File: src/rtl/lock_key_loader.sv
// Serial key loader for RLL-locked netlists: shifts in key + XOR checksum, commits only verified keys.
// Optional one-time-programming lock enabled by defining LOCK_KEY_OTP_EN.
module lock_key_loader #(
    parameter int                   KEY_WIDTH = 32,
    parameter logic [KEY_WIDTH-1:0] RESET_KEY = {KEY_WIDTH{1'b0}}
) (
    input  logic                 clk,
    input  logic                 rst,
    input  logic                 load_start,
    input  logic                 sdi,
    input  logic                 sdi_valid,
    output logic                 sdi_ready,
    output logic [KEY_WIDTH-1:0] key_out,
    output logic                 key_valid,
    output logic                 load_done,
    output logic                 load_err,
    output logic                 busy
`ifdef LOCK_KEY_OTP_EN
    ,
    output logic                 otp_locked
`endif
);

    localparam int FRAME_W = KEY_WIDTH + 8;
    localparam int CNT_W   = $clog2(FRAME_W);
    localparam logic [CNT_W-1:0] LAST_CNT = CNT_W'(FRAME_W - 1);

    typedef enum logic [1:0] {
        ST_IDLE  = 2'd0,
        ST_SHIFT = 2'd1,
        ST_CHECK = 2'd2
    } state_t;

    state_t               state_q;
    logic [CNT_W-1:0]     cnt_q;
    logic [FRAME_W-1:0]   frame_q;
    logic [KEY_WIDTH-1:0] key_q;
    logic                 key_valid_q;
    logic                 done_q;
    logic                 err_q;
    logic                 busy_q;
    logic                 ready_q;
    logic                 load_block_s;

    function automatic logic [7:0] xor_bytes(input logic [KEY_WIDTH-1:0] k);
        logic [7:0] acc;
        acc = 8'h00;
        for (int i = 0; i < KEY_WIDTH / 8; i++) begin
            acc = acc ^ k[8*i +: 8];
        end
        return acc;
    endfunction

`ifdef LOCK_KEY_OTP_EN
    logic otp_q;
    assign load_block_s = otp_q;
    assign otp_locked   = otp_q;
`else
    assign load_block_s = 1'b0;
`endif

    // Frame arrives LSB-first into a right-shifting register, so after the last bit
    // the key sits in the low KEY_WIDTH bits and the checksum in the top byte.
    always_ff @(posedge clk or posedge rst) begin
        if (rst) begin
            state_q     <= ST_IDLE;
            cnt_q       <= {CNT_W{1'b0}};
            frame_q     <= {FRAME_W{1'b0}};
            key_q       <= RESET_KEY;
            key_valid_q <= 1'b0;
            done_q      <= 1'b0;
            err_q       <= 1'b0;
            busy_q      <= 1'b0;
            ready_q     <= 1'b0;
`ifdef LOCK_KEY_OTP_EN
            otp_q       <= 1'b0;
`endif
        end else begin
            done_q <= 1'b0;
            err_q  <= 1'b0;
            case (state_q)
                ST_IDLE: begin
                    if (load_start && !load_block_s) begin
                        state_q <= ST_SHIFT;
                        cnt_q   <= {CNT_W{1'b0}};
                        frame_q <= {FRAME_W{1'b0}};
                        busy_q  <= 1'b1;
                        ready_q <= 1'b1;
                    end
                end
                ST_SHIFT: begin
                    if (load_start) begin
                        cnt_q   <= {CNT_W{1'b0}};
                        frame_q <= {FRAME_W{1'b0}};
                    end else if (sdi_valid) begin
                        frame_q <= {sdi, frame_q[FRAME_W-1:1]};
                        if (cnt_q == LAST_CNT) begin
                            state_q <= ST_CHECK;
                            ready_q <= 1'b0;
                        end else begin
                            cnt_q <= cnt_q + CNT_W'(1);
                        end
                    end
                end
                ST_CHECK: begin
                    state_q <= ST_IDLE;
                    busy_q  <= 1'b0;
                    if (xor_bytes(frame_q[KEY_WIDTH-1:0]) == frame_q[FRAME_W-1 -: 8]) begin
                        key_q       <= frame_q[KEY_WIDTH-1:0];
                        key_valid_q <= 1'b1;
                        done_q      <= 1'b1;
`ifdef LOCK_KEY_OTP_EN
                        otp_q       <= 1'b1;
`endif
                    end else begin
                        err_q <= 1'b1;
                    end
                end
                default: begin
                    state_q <= ST_IDLE;
                    busy_q  <= 1'b0;
                    ready_q <= 1'b0;
                end
            endcase
        end
    end

    assign sdi_ready = ready_q;
    assign key_out   = key_q;
    assign key_valid = key_valid_q;
    assign load_done = done_q;
    assign load_err  = err_q;
    assign busy      = busy_q;

endmodule

File: config.mk
export PLATFORM = sky130hd
export DESIGN_NAME = lock_key_loader
export DESIGN_NICKNAME = d
export VERILOG_FILES = /design/src/rtl/lock_key_loader.sv
export SDC_FILE = /design/constraint.sdc
export NUM_CORES = 1
export LEC_CHECK = 0
export ABC_CLOCK_PERIOD_IN_PS = 3300
export CAP_MARGIN = 0
export CORE_ASPECT_RATIO = 1.4
export CORE_UTILIZATION = 55
export CTS_CLUSTER_SIZE = 24
export DETAILED_ROUTE_END_ITERATION = 10
export GPL_ROUTABILITY_DRIVEN = 0
export GPL_TIMING_DRIVEN = 0
export PLACE_DENSITY = 0.77
export SYNTH_ARGS = -nofsm -noshare
export SYNTH_HDL_FRONTEND = slang
export SYNTH_SLANG_ARGS = --single-unit
File: constraint.sdc
create_clock -name clk -period 3.3 [get_ports clk]
set_input_delay 0.495 -clock clk [delete_from_list [all_inputs] [get_ports clk]]
set_output_delay 0.495 -clock clk [all_outputs]
set_load 0.05 [all_outputs]
==> results_dict.tcl, run 1 <==
set metrics [dict create \
    outcome "finished, violations left" \
    violations "design-rule violations" \
    synth_common_cells "dfrtp_1, nand2_1, nand3_1, mux2_1, xnor2_1" \
    fp.dieArea_mm2 0.007015 \
    dp_hpwl_um 4903 \
    yosysWarnings 0 \
    drt_iter0_drc 182 \
    fin_cells 460 \
    synth-edff-count 0 \
    grt_use_total_pct 22.16 \
    cts_resized 0 \
    hold_viol_final 0 \
    rsz0062_at_grt "false" \
    dr.pass1.iters 9 \
    clk_path_buf_depth 2 \
    die_h_um 98.70 \
    tightest_slew_ns 0.5152 \
    port_buffers 41 \
    p_leak_uw 0.002249 \
    p_per_area_mw_per_mm2 465.2 \
    final_util_pct 70.39 \
    clock_latency_ns 0.35 \
    cts_hold_buf 0 \
    drive_above_1_share_pct 7.732 \
    syn2layout_area_growth_pct 21.46 \
    fin_worst_skew_ns 0.01310 \
    synthTopCellsByArea "dfrtp_1, nand2_1, mux2_1" \
    antenna_found_initial 0 \
    start_kind "flop" \
    cts.sinks 85 \
    relSlewSlack_pct 65.55 \
    vdd_drop_max_v 0.0003358 \
    rows 34 \
    grt_pass1_wl_um 11830 \
    wire_per_inst_um 15.27 \
    h-tree-depth 3 \
    nFillCells 472 \
    ios 42 \
    cts_buffers 9 \
    crit_arrival_ns 2.59 \
    hold_path.class "input port to async pin" \
    max_freq_mhz 421.9 \
    crit_chain "xnor3_1 -> xnor2_1 -> nand4_1 -> nor3_4 -> buf_4 -> mux2_1" \
    max_stage_delay_ns 0.44 \
    min_period_ns 2.370 \
    synth_area_mm2 0.003674 \
    die_width_um 71.07 \
    synthArstFlopShare_pct 100.0 \
    placed_cells 444 \
    wirelength_um 7025 \
    syn_area_per_cell_um2 11.13 \
    final_max_slew_viol_count 0 \
    num_vias 2518 \
    cp_slowest_cell "dfrtp_1" \
    cts_tree "done" \
    yosysSeqAreaShare_pct 57.90 \
    nets 389 \
    synth_seq_cells 85 \
    diodes 0 \
    required_ns 3.52 \
    core_mm2 0.006339 \
    viasPerCell 5.474 \
    finalCritPeriodShare_pct 71.83 \
    post-route-drc-count 5 \
    setup_viol 0 \
    synth_cell_types 27 \
    end_kind "flop" \
    grt_max_degree 72 \
    synthDominantCellAreaShare_pct 57.90 \
    post_cts_buffers 0 \
    synth-main-ff-cell "dfrtp_1" \
    syn_inst 330 \
    crit_type "flop to flop" \
    overflow 0 \
    cap_violations 0 \
    clk_pin_slew_ns 0.08 \
    drtAntennaViolNets 0 \
    path_max_fanout 10 \
    synth_largest_area_cell "dfrtp_1" \
    grt_pass1_vias 2503 \
    syn-num-nets 336 \
    cts-root-buf "clkbuf_8" \
    start_util_pct 57.95 \
]
## through the flow
step	total power, uW	hold slack, ns	TNS [ns]	setup slack, ns	area, um^2
global placement	1182	0.4532	-54.71	-0.6485	4174
detailed placement	1189	0.4564	0	0.7142	4204
global route	2156	0.4207	0	0.7999	4462
CTS	2091	0.4198	0	0.9211	4462
floorplan	1152	0.4451	0	0.6115	3674
finish	2076	0.4214	0	0.9295	4462
## cell families (layout without fill, tap and decap cells)
family	count (synthesis)	after routing	synth area share, %
XOR/XNOR	24	24	8.719
buffers and inverters	20	78	2.350
AO/OA/AOI/OAI	16	16	2.487
AND/OR/NAND/NOR	152	152	18.39
adder cells (fa/ha/maj)	1	1	0.3405
flip-flops	85	85	57.90
multiplexers	32	32	9.809
## worst paths after layout
path,start,to,slack [ns],cells after the start
setup / recovery,frame_q[29]$_DFFE_PP0P_,key_out[16]$_DFFE_PP0P_,0.93,6
hold / removal,rst,cnt_q[1]$_DFFE_PP0P_,0.42,2
setup reg to reg,frame_q[29]$_DFFE_PP0P_,key_out[16]$_DFFE_PP0P_,0.93,6
hold reg to reg,key_valid$_DFFE_PP0P_,key_valid$_DFFE_PP0P_,0.47,1
max in group asynchronous,rst,frame_q[15]$_DFFE_PP0P_,2.27,3
min in group clk,key_valid$_DFFE_PP0P_,key_valid$_DFFE_PP0P_,0.47,1
## registers in the layout (all words and copies together), names as in the netlist
register   count
load_err       1
load_done      1
state_q        2
key_valid      1
cnt_q          6
frame_q       40
key_out       32
sdi_ready      1
busy           1
## metal layers
metal	share of wire (%)	track usage, %	vias up	routed length (um)
met2	52	37.80	54	3670
met4	1.7	8.308	0	121
met3	3.4	4.908	10	240
met1	43	27.60	1250	2993
met5	0	0	-	0
li1	-	-	1204	-
## power by group
group | total [uW] | internal [uW] | switching, uW | leakage [uW]
logic | 107 | 32.9 | 74.5 | 0.000952
clock network | 908 | 545 | 363 | 0.000126
registers | 1060 | 1050 | 9.19 | 0.00117
total | 2080 | 1630 | 447 | 0.00225
## worst max-delay path, delay by kind of cell, from the launching register on
family | cells | cell delay (ns)
XOR/XNOR | 2 | 0.59
buffers and inverters | 1 | 0.27
flip-flops | 1 | 0.44
multiplexers | 1 | 0.34
AND/OR/NAND/NOR | 2 | 0.60
## cell usage in the layout (no fill, tap or decap), types with 2 or more instances in the layout
cell             synthesis  layout
nor3_1                   2       2
nand2_1                 85      85
dfrtp_1                 85      85
mux2_1                  28      28
or2_2                    4       4
buf_4                    3       3
xnor2_1                 16      16
nand2b_1                 3       3
clkbuf_8                 0      11
bufinv_16                0       3
nand4_1                  2       2
clkbuf_1                13      13
clkdlybuf4s50_1          0      41
inv_1                    4       3
a21oi_1                  4       4
xnor3_1                  8       8
nor2_1                   8       8
and2_1                   2       2
o21ai_0                  8       8
nand3_1                 42      42
mux2_2                   4       4
## cell type report
class                           instances  area [um^2]  share of cell area [%]
Buffer                                 16        71.32                   1.598
Clock buffer                           11        151.4                   3.393
Clock inverter                          5        106.4                   2.384
Inverter                                4        17.52                  0.3926
Multi-Input combinational cell        225         1460                   32.73
Sequential cell                        85         2127                   47.67
Tap cell                               72        90.09                   2.019
Timing Repair Buffer                   42        437.9                   9.815
(Power assumes the default switching activity.)
==> run 2: changes to the inputs <==
==> config.mk (replaced) <==
export PLATFORM = sky130hd
export DESIGN_NAME = lock_key_loader
export DESIGN_NICKNAME = d
export VERILOG_FILES = /design/src/rtl/lock_key_loader.sv
export SDC_FILE = /design/constraint.sdc
export NUM_CORES = 1
export LEC_CHECK = 0
export ABC_CLOCK_PERIOD_IN_PS = 1980
export CAP_MARGIN = 0
export CORE_ASPECT_RATIO = 1.4
export CORE_UTILIZATION = 50
export CTS_CLUSTER_SIZE = 24
export DETAILED_ROUTE_END_ITERATION = 10
export GPL_ROUTABILITY_DRIVEN = 0
export GPL_TIMING_DRIVEN = 0
export PLACE_DENSITY = 0.74
export SYNTH_ARGS = -nofsm -noshare
export SYNTH_HDL_FRONTEND = slang
export SYNTH_SLANG_ARGS = --single-unit
==> constraint.sdc (replaced) <==
create_clock -name clk -period 1.98 [get_ports clk]
set_input_delay 0.297 -clock clk [delete_from_list [all_inputs] [get_ports clk]]
set_output_delay 0.297 -clock clk [all_outputs]
set_load 0.05 [all_outputs]
==> results_dict.tcl, run 2 (synthesis gave the netlist of run 1 again) <==
set metrics [dict create \
    outcome "finished, violations left" \
    violations "negative setup slack" \
    final_cell_mix "nand2_1, dfrtp_1, nand3_1" \
    rsz0062_at_grt "true" \
    drive_above_1_share_pct 13.07 \
    relSlewSlack_pct 66.47 \
    cap_violations 0 \
    setup_viol 32 \
    start_kind "flop" \
    viasPerCell 5.079 \
    cts_buffers 9 \
    clock_latency_ns 0.36 \
    wire_per_inst_um 14.31 \
    cts-root-buf "clkbuf_8" \
    antenna_found_initial 0 \
    regMostFlops "frame_q" \
    dp_hpwl_um 4886 \
    min_period_ns 2.228 \
    hold_path.class "input port to async pin" \
    grt_use_total_pct 21.20 \
    hold_viol_final 0 \
    grt_pass1_wl_um 11990 \
    dr.pass1.iters 4 \
    pre_cts_ws_ns -0.3920 \
    nets 399 \
    largest_reg_flops 40 \
    clk_path_buf_depth 2 \
    diodes 0 \
    r2r_cells 7 \
    nFillCells 562 \
    required_ns 2.21 \
    p_total_uw 3130 \
    drt_iter0_drc 160 \
    num_vias 2504 \
    p_leak_uw 0.002274 \
    crit_type "flop to flop" \
    core_mm2 0.007027 \
    grt_pass1_vias 2435 \
    fin_worst_skew_ns 0.01336 \
    cts.sinks 85 \
    h-tree-depth 3 \
    finalCritPeriodShare_pct 112.5 \
    max_freq_mhz 448.9 \
    cts_tree "done" \
    wirelength_um 7056 \
    final_max_slew_viol_count 0 \
    end_kind "flop" \
    overflow 0 \
    port_buffers 41 \
    crit_arrival_ns 2.46 \
    syn2layout_area_growth_pct 24.56 \
    fin_ws_ns -0.2476 \
    drtAntennaViolNets 0 \
    tightest_slew_ns 0.5014 \
    die_width_um 74.44 \
    final_common_cell "nand2_1" \
    vdd_drop_max_v 0.0005537 \
    die_h_um 103.4 \
    clk_pin_slew_ns 0.08 \
    ios 42 \
    start_util_pct 52.28 \
    fp.dieArea_mm2 0.007699 \
    grt_max_degree 41 \
    post-route-drc-count 0 \
    rows 36 \
    p_per_area_mw_per_mm2 684.1 \
    path_max_fanout 10 \
]
## run 2: cell count changes in the layout (fill, tap and decap cells not counted), moves of 2 or more
| cell | previous run | this run |
|---|---|---|
| clkbuf_8 | 11 | 9 |
| buf_8 | 0 | 2 |
| clkinvlp_4 | 1 | 3 |
| mux2_4 | 0 | 10 |
| buf_4 | 3 | 8 |
| bufinv_16 | 3 | 1 |
| buf_6 | 0 | 3 |
| clkinv_2 | 0 | 2 |
| buf_12 | 0 | 2 |
| mux2_1 | 28 | 18 |
## run 2: repair_timing
| item | 4_1_cts | 5_1_grt |
|---|---|---|
| hold buffers | 0 | 0 |
| gates resized for setup | 17 | 5 |
| buffers inserted | 6 | 4 |
| gates cloned | 1 | 0 |
| pin swaps | 6 | 6 |
| endpoints found under the setup margin | 35 | 38 |
## run 2: per-stage QoR
stage	area [um^2]	cells	util [%]	hold WS (ns)	setup TNS [ns]
3_3_place_gp	4207	466	59.86	0.4535	-31.50
5_1_grt	4576	493	65.12	0.3405	-9.364
4_1_cts	4546	491	64.69	0.3199	-5.548
2_1_floorplan	3677	330	-	0.4297	-1.163
3_5_place_dp	4247	468	60.43	0.4570	-16.52
6_report	4576	493	65.12	0.3169	-6.973
## run 2: cell type report
| cell class | count | area [um^2] | area share [%] |
|---|---|---|---|
| inverter | 4 | 18.77 | 0.4102 |
| timing repair buffer | 53 | 535.5 | 11.70 |
| sequential | 85 | 2128 | 46.51 |
| tap | 95 | 118.9 | 2.598 |
| buffer | 15 | 82.58 | 1.805 |
| multi-input combinational | 225 | 1500 | 32.79 |
| clock inverter | 6 | 63.81 | 1.395 |
| clock buffer | 10 | 127.6 | 2.789 |
## run 2: critical path: stages (launching register included)
cell     delay (ns)
dfrtp_1        0.40
xnor3_1        0.45
xnor2_1        0.17
nand4_1        0.20
nor3_4         0.27
buf_6          0.15
buf_8          0.14
mux2_1         0.33
## run 2: report_power, final
group	total, uW	switching [uW]	internal [uW]
clock	1180	601	580
sequential	1770	15.4	1750
combinational	183	124	58.3
total	3130	740	2390
## run 2: path summary, 6_finish.rpt
check | start | endpoint | slack (ns)
min in group clk | load_start | state_q[0]$_DFFE_PP0P_ | 0.45
max in group asynchronous | rst | frame_q[15]$_DFFE_PP0P_ | 1.11
worst max-delay path | frame_q[8]$_DFFE_PP0P_ | key_out[15]$_DFFE_PP0P_ | -0.25
worst min-delay path | rst | frame_q[30]$_DFFE_PP0P_ | 0.32
worst min register to register | key_valid$_DFFE_PP0P_ | key_valid$_DFFE_PP0P_ | 0.47
worst max register to register | frame_q[8]$_DFFE_PP0P_ | key_out[15]$_DFFE_PP0P_ | -0.25
## run 2: per-layer routing
layer / global-route usage [%] / part of all wire [%] / vias to the layer above
li1: - / - / 1224
met5: 0 / 0 / -
met4: 7.547 / 0.96 / 0
met2: 34.58 / 51 / 35
met1: 27.46 / 45 / 1240
met3: 5.329 / 2.9 / 5
